==> config.mk <==
export PLATFORM = sky130hd
export DESIGN_NAME = mul8_ppgen
export DESIGN_NICKNAME = d
export VERILOG_FILES = /design/src/rtl/mul8_pkg.sv /design/src/rtl/mul8_pp_array.sv /design/src/rtl/mul8_ppgen.sv
export SDC_FILE = /design/constraint.sdc
export NUM_CORES = 1
export LEC_CHECK = 0
export ABC_AREA = 1
export CAP_MARGIN = 20
export CORE_ASPECT_RATIO = 1.25
export CORE_UTILIZATION = 30
export CTS_CLUSTER_SIZE = 14
export DETAILED_ROUTE_END_ITERATION = 16
export PLACE_DENSITY = 0.56
export REMOVE_ABC_BUFFERS = 1
export SLEW_MARGIN = 15
export SYNTH_ARGS = -nofsm -noshare
export SYNTH_HDL_FRONTEND = slang
export SYNTH_HIERARCHICAL = 1
export SYNTH_SLANG_ARGS = --single-unit
==> constraint.sdc <==
create_clock -name clk -period 10.15 [get_ports clk]
set_input_delay 2.03 -clock clk [delete_from_list [all_inputs] [get_ports clk]]
set_output_delay 2.03 -clock clk [all_outputs]
set_load 0.02 [all_outputs]
==> src/rtl/mul8_pkg.sv <==
// mul8_pkg: column geometry of the 8x8 partial-product bus, shared with the compressor wrapper
package mul8_pkg;
    localparam int NCOLS = 15;
    localparam int NBITS = 64;
    localparam int COL_BASE [NCOLS] = '{0, 1, 3, 6, 10, 15, 21, 28, 36, 43, 49, 54, 58, 61, 63};
    function automatic int col_w(input int k);
        return (k < 8) ? k + 1 : NCOLS - k;
    endfunction
endpackage

==> src/rtl/mul8_pp_array.sv <==
// mul8_pp_array: combinational 8x8 AND array flattened into weight-column order
module mul8_pp_array
    import mul8_pkg::*;
(
    input  logic [7:0]       a_i,
    input  logic [7:0]       b_i,
    output logic [NBITS-1:0] pp_o
);
    for (genvar i = 0; i < 8; i++) begin : g_i
        for (genvar j = 0; j < 8; j++) begin : g_j
            localparam int k = i + j;
            // upper columns start at i = k-7, so the in-column index is rebased there
            assign pp_o[COL_BASE[k] + i - ((k > 7) ? k - 7 : 0)] = a_i[i] & b_i[j];
        end
    end
endmodule

==> src/rtl/mul8_ppgen.sv <==
// mul8_ppgen: two-stage elastic partial-product generator feeding the GPC compressor tree
// Define PPGEN_REF_EN to add out_ref, the registered a*b golden value.
module mul8_ppgen
    import mul8_pkg::*;
#(
    parameter int TAG_W = 4,
    parameter int CNT_W = 16
) (
    input  logic             clk,
    input  logic             rst,
    input  logic             in_valid,
    output logic             in_ready,
    input  logic [7:0]       in_a,
    input  logic [7:0]       in_b,
    input  logic [TAG_W-1:0] in_tag,
    output logic             out_valid,
    input  logic             out_ready,
    output logic [NBITS-1:0] out_cols,
    output logic [TAG_W-1:0] out_tag,
    output logic [CNT_W-1:0] acc_count
`ifdef PPGEN_REF_EN
    ,
    output logic [15:0]      out_ref
`endif
);
    logic             s1_valid_q, s1_valid_d, s2_valid_q, s2_valid_d;
    logic [7:0]       a_q, b_q;
    logic [TAG_W-1:0] s1_tag_q, s2_tag_q;
    logic [NBITS-1:0] pp, cols_q;
    logic [CNT_W-1:0] cnt_q, cnt_d;
    logic             s1_load, s2_load, s2_adv, in_fire;

    // a stage may load when empty or when it empties forward this same cycle
    assign s2_load  = !s2_valid_q || out_ready;
    assign s1_load  = !s1_valid_q || s2_load;
    assign s2_adv   = s2_load && s1_valid_q;
    assign in_ready = s1_load;
    assign in_fire  = in_valid && in_ready;

    always_comb begin
        s1_valid_d = s1_load ? in_fire : s1_valid_q;
        s2_valid_d = s2_load ? s1_valid_q : s2_valid_q;
        cnt_d      = cnt_q + CNT_W'(in_fire);
    end

    mul8_pp_array u_pp (
        .a_i  (a_q),
        .b_i  (b_q),
        .pp_o (pp)
    );

    always_ff @(posedge clk or posedge rst) begin
        if (rst) begin
            s1_valid_q <= 1'b0;
            s2_valid_q <= 1'b0;
            a_q        <= '0;
            b_q        <= '0;
            s1_tag_q   <= '0;
            s2_tag_q   <= '0;
            cols_q     <= '0;
            cnt_q      <= '0;
        end else begin
            s1_valid_q <= s1_valid_d;
            s2_valid_q <= s2_valid_d;
            cnt_q      <= cnt_d;
            if (in_fire) begin
                a_q      <= in_a;
                b_q      <= in_b;
                s1_tag_q <= in_tag;
            end
            if (s2_adv) begin
                cols_q   <= pp;
                s2_tag_q <= s1_tag_q;
            end
        end
    end

    assign out_valid = s2_valid_q;
    assign out_cols  = cols_q;
    assign out_tag   = s2_tag_q;
    assign acc_count = cnt_q;

`ifdef PPGEN_REF_EN
    logic [15:0] s1_ref_q, s2_ref_q;
    always_ff @(posedge clk or posedge rst) begin
        if (rst) begin
            s1_ref_q <= '0;
            s2_ref_q <= '0;
        end else begin
            if (in_fire) s1_ref_q <= 16'(in_a) * 16'(in_b);
            if (s2_adv) s2_ref_q <= s1_ref_q;
        end
    end
    assign out_ref = s2_ref_q;
`endif
endmodule

==> key figures <==
Power
  • Static leakage: 3.53 nW
  • Total power density per cell area: approximately 210 nW/um^2
  • Overall power of the completed layout: 0.00136 W
  • Worst vdd rail ir drop: 95.1 uV

Floorplanning
  • Die Y-Extent: about 140 um
  • Die area: 16700 um^2
  • Num ports: between 100 and 150
  • Die outline width: roughly 120 um
  • # rows: 51
  • Initial standard-cell utilization of the core: 30.9%
  • Area inside the core boundary: approximately 16000 um^2

Detailed routing
  • Number of vias in the routed layout: 3961
  • DRT antenna net count: 0
  • Total routed wirelength: 11900 um
  • Average wire per cell in the routed design: 12.9 um
  • Residual DRC count: 0
  • First drt pass iteration count: 5
  • Detailed-route vias per instance: 4.30
  • Starting DRT DRC Count: 223

Timing
  • Measured slew at the worst slew-check pin: 0.739 ns
  • Final Hold Vio Count: 0
  • Maximum frequency from static timing analysis: between 150 and 200 MHz
  • Max-slew violation count: 0
  • Slew margin rel.: 50.7%
  • Accumulated negative setup slack: 0 ns
  • Unrepaired setup endpoints after global routing: no
  • Fin Clk Skew: a little over 0.007 ns
  • Setup violators final: 0
  • Final worst path period share: about half
  • Post-layout min period: 5.27 ns
  • Worst Hold Slack: 0.471 ns

Run status
  • Run status: complete, no violations

Final layout
  • Diodes inserted: 0
  • Area occupied by multi-input gates: 1680 um^2
  • Layout Area Growth over Synthesis: 30.7%
  • Sequential cell area: 2650 um^2
  • Final-stage net count: 731
  • Layout cell share with drive strength beyond 1: 3.95%
  • Final Instance Count excl. Fillers: 921
  • Number of fill cells: 1662

Synth
  • Post-synth top area cell: sky130_fd_sc_hd__dfrtp_1
  • Yosys warnings: 6
  • Combined area of all synthesized cells: 4850 um^2
  • Synth top area cells: sky130_fd_sc_hd__dfrtp_1 55%, sky130_fd_sc_hd__nand2_1 22%, sky130_fd_sc_hd__nand3_1 7.6%
  • Unique cell type count in the Yosys netlist: 18
  • Area fraction of the dominant cell type after synthesis: a little over half
  • Synthesized netlist cell count: 622
  • Register bit total from synthesis: 106
  • Sequential area share after synthesis: between 50 and 60%
  • Synthesized area per cell: 7.80 um^2

Setup path
  • Type of destination of the critical path: output pin
  • Cells along the critical path: clkdlybuf4s50_1, inv_2, nand3_2, clkdlybuf4s50_1
  • Top Family by Delay on Critical Path: buffers and inverters
  • Classification of the worst setup path: input port to output pin
  • Highest-delay cell along the critical path: sky130_fd_sc_hd__clkdlybuf4s50_1
  • Maximum fanout encountered on the critical timing path: 3
  • Count of buffer and inverter cells on the critical path: 3
  • Sort of element at the start of the critical path: input port
  • Critical path required time: 8.12 ns
  • Slowest stage delay, CP: about 0.61 ns
  • Endpoint arrival time on the critical path: 3.24 ns
  • Most repeated library cell on the critical path: sky130_fd_sc_hd__clkdlybuf4s50_1

Global routing
  • Grt ovf: 0
  • Total global routing track utilization: 14.9%
  • Number of antenna violations at the first check in global routing: 0
  • Global-route wire length before repair: 19200 um
  • Via count of the first global-routing pass: 3762
  • Pin count of the biggest net entering global routing: just over 70

Clocking
  • Total clock sinks: roughly 110
  • Clock Root Buffer: sky130_fd_sc_hd__clkbuf_16
  • Buffers inserted during post-CTS setup optimization: 0
  • CTS Hold Buffers Added: 0
  • Clock insertion delay at the later pin of the skew report: 0.34 ns
  • Level count of the clock H-tree: 3
  • Number of buffers added by the clock tree synthesis step: 9
  • Clock-pin slew on the worst setup and hold paths: 0.06 ns
  • TritonCTS clock tree: yes
  • Maximum buffer depth of the clock tree: 2
  • PostCTS Resize Cnt: 0

Min path
  • Worst hold-check path type: flip-flop to flip-flop

Place
  • Quantity of I/O buffers inserted on ports: around 110
  • Last weighted congestion value of the routability-driven placer: a little over 0.7
  • Number of cells after detailed placement: 905
  • Final HPWL from detailed placement: roughly 8000 um

Run
  • Max-Cap Viols: 0
[cell families after synthesis]
family / share of synthesized area, %
fa+ha+maj: 0.774
buf+inv: 10.6
simple gates: 32.2
compound gates: 0.206
xor+xnor: 1.44
flops: 54.7
[metrics by stage]
step,setup WS [ns],utilization (%),instance area [um^2]
6_report,4.88,40.4,6340
5_1_grt,4.85,40.4,6340
4_1_cts,4.88,40.4,6340
3_5_place_dp,4.88,38.3,6010
3_3_place_gp,4.89,38.3,6010
2_1_floorplan,5.33,-,4620
[power breakdown]
group	leakage (nW)	internal [W]	switching, W
Combinational	1.99	0.000174	0.000223
Sequential	1.38	0.000503	0.0000770
Clock	0.163	0.000230	0.000154
[cells in the mapped netlist]
| cell type | number |
|---|---|
| sky130_fd_sc_hd__dfrtp_1 | 106 |
| sky130_fd_sc_hd__o21ai_0 | 2 |
| sky130_fd_sc_hd__nand4_1 | 4 |
| sky130_fd_sc_hd__clkbuf_1 | 7 |
| sky130_fd_sc_hd__buf_6 | 1 |
| sky130_fd_sc_hd__xnor2_1 | 3 |
| sky130_fd_sc_hd__nand2_1 | 290 |
| sky130_fd_sc_hd__inv_2 | 2 |
| sky130_fd_sc_hd__xor2_1 | 5 |
| sky130_fd_sc_hd__nor2_1 | 12 |
| sky130_fd_sc_hd__buf_2 | 25 |
| sky130_fd_sc_hd__nor2_2 | 1 |
| sky130_fd_sc_hd__buf_4 | 9 |
| sky130_fd_sc_hd__ha_1 | 3 |
| sky130_fd_sc_hd__nand3_2 | 1 |
| sky130_fd_sc_hd__nand3_1 | 74 |
| sky130_fd_sc_hd__inv_1 | 74 |
| sky130_fd_sc_hd__nand2_2 | 3 |
[layer usage]
layer  global-route usage (%)  wire, um  vias to the layer above
met3                     2.56       376                        8
met4                     4.66       133                        0
li1                         -         -                     2023
met1                     18.8      5360                     1849
met5                        0         0                        -
met2                     26.0      6040                       81
[worst register-to-register path, cell delays in order, from the launching register on]
cell and delay (ns):
sky130_fd_sc_hd__dfrtp_1 0.42, sky130_fd_sc_hd__nand3_2 0.12, sky130_fd_sc_hd__nand2_2 0.30, sky130_fd_sc_hd__inv_2 0.48
sky130_fd_sc_hd__ha_1 0.27, sky130_fd_sc_hd__ha_1 0.19, sky130_fd_sc_hd__nand3_1 0.15, sky130_fd_sc_hd__inv_1 0.14
sky130_fd_sc_hd__nand2_1 0.11, sky130_fd_sc_hd__o21ai_0 0.17, sky130_fd_sc_hd__nand2_1 0.07
[cell usage in the layout, fill, tap and decap left out]
cell                              count
sky130_fd_sc_hd__o21ai_0              2
sky130_fd_sc_hd__nand3_2              1
sky130_fd_sc_hd__clkbuf_16            9
sky130_fd_sc_hd__nand4_1              4
sky130_fd_sc_hd__clkinv_2             1
sky130_fd_sc_hd__inv_2                2
sky130_fd_sc_hd__nor2_1              12
sky130_fd_sc_hd__bufinv_16            2
sky130_fd_sc_hd__xnor2_1              3
sky130_fd_sc_hd__clkinv_4             1
sky130_fd_sc_hd__inv_1               73
sky130_fd_sc_hd__nand3_1             74
sky130_fd_sc_hd__clkbuf_1             1
sky130_fd_sc_hd__buf_4                4
sky130_fd_sc_hd__nand2_2              3
sky130_fd_sc_hd__xor2_1               5
sky130_fd_sc_hd__nand2_1            290
sky130_fd_sc_hd__nor2_2               1
sky130_fd_sc_hd__clkdlybuf4s50_1    109
sky130_fd_sc_hd__clkbuf_8             2
sky130_fd_sc_hd__inv_4                1
sky130_fd_sc_hd__dfrtp_1            105
sky130_fd_sc_hd__dfrtp_2              1
sky130_fd_sc_hd__ha_1                 3
[area by class of cell]
| cell class | instances | area share (%) |
|---|---|---|
| clock buffer | 12 | 4.05 |
| clock inverter | 4 | 1.16 |
| inverter | 76 | 4.54 |
| multi-input combinational | 398 | 26.5 |
| sequential | 106 | 41.9 |
| tap | 212 | 4.18 |
| timing repair buffer | 113 | 17.7 |
[flip-flops by register name (all words and copies together) (netlist names)]
| register | count |
|---|---|
| acc_count | 16 |
| out_valid | 1 |
| a_q | 8 |
| out_tag | 4 |
| s1_tag_q | 4 |
| b_q | 8 |
| out_cols | 64 |
| s1_valid_q | 1 |
[final timing paths]
path	start	to	slack, ns	depth (start not counted)
min	out_cols[36]$_DFFE_PP0P_	out_cols[36]$_DFFE_PP0P_	0.47	2
min reg2reg	out_cols[36]$_DFFE_PP0P_	out_cols[36]$_DFFE_PP0P_	0.47	2
max in group asynchronous	rst	s1_valid_q$_DFFE_PP0N_	6.81	3
max reg2reg	out_valid$_DFFE_PP0P_	acc_count[10]$_DFF_PP0_	7.63	10
max	out_ready	in_ready	4.88	4
min in group asynchronous	rst	out_cols[11]$_DFFE_PP0P_	2.13	2
(Power assumes the default switching activity.)
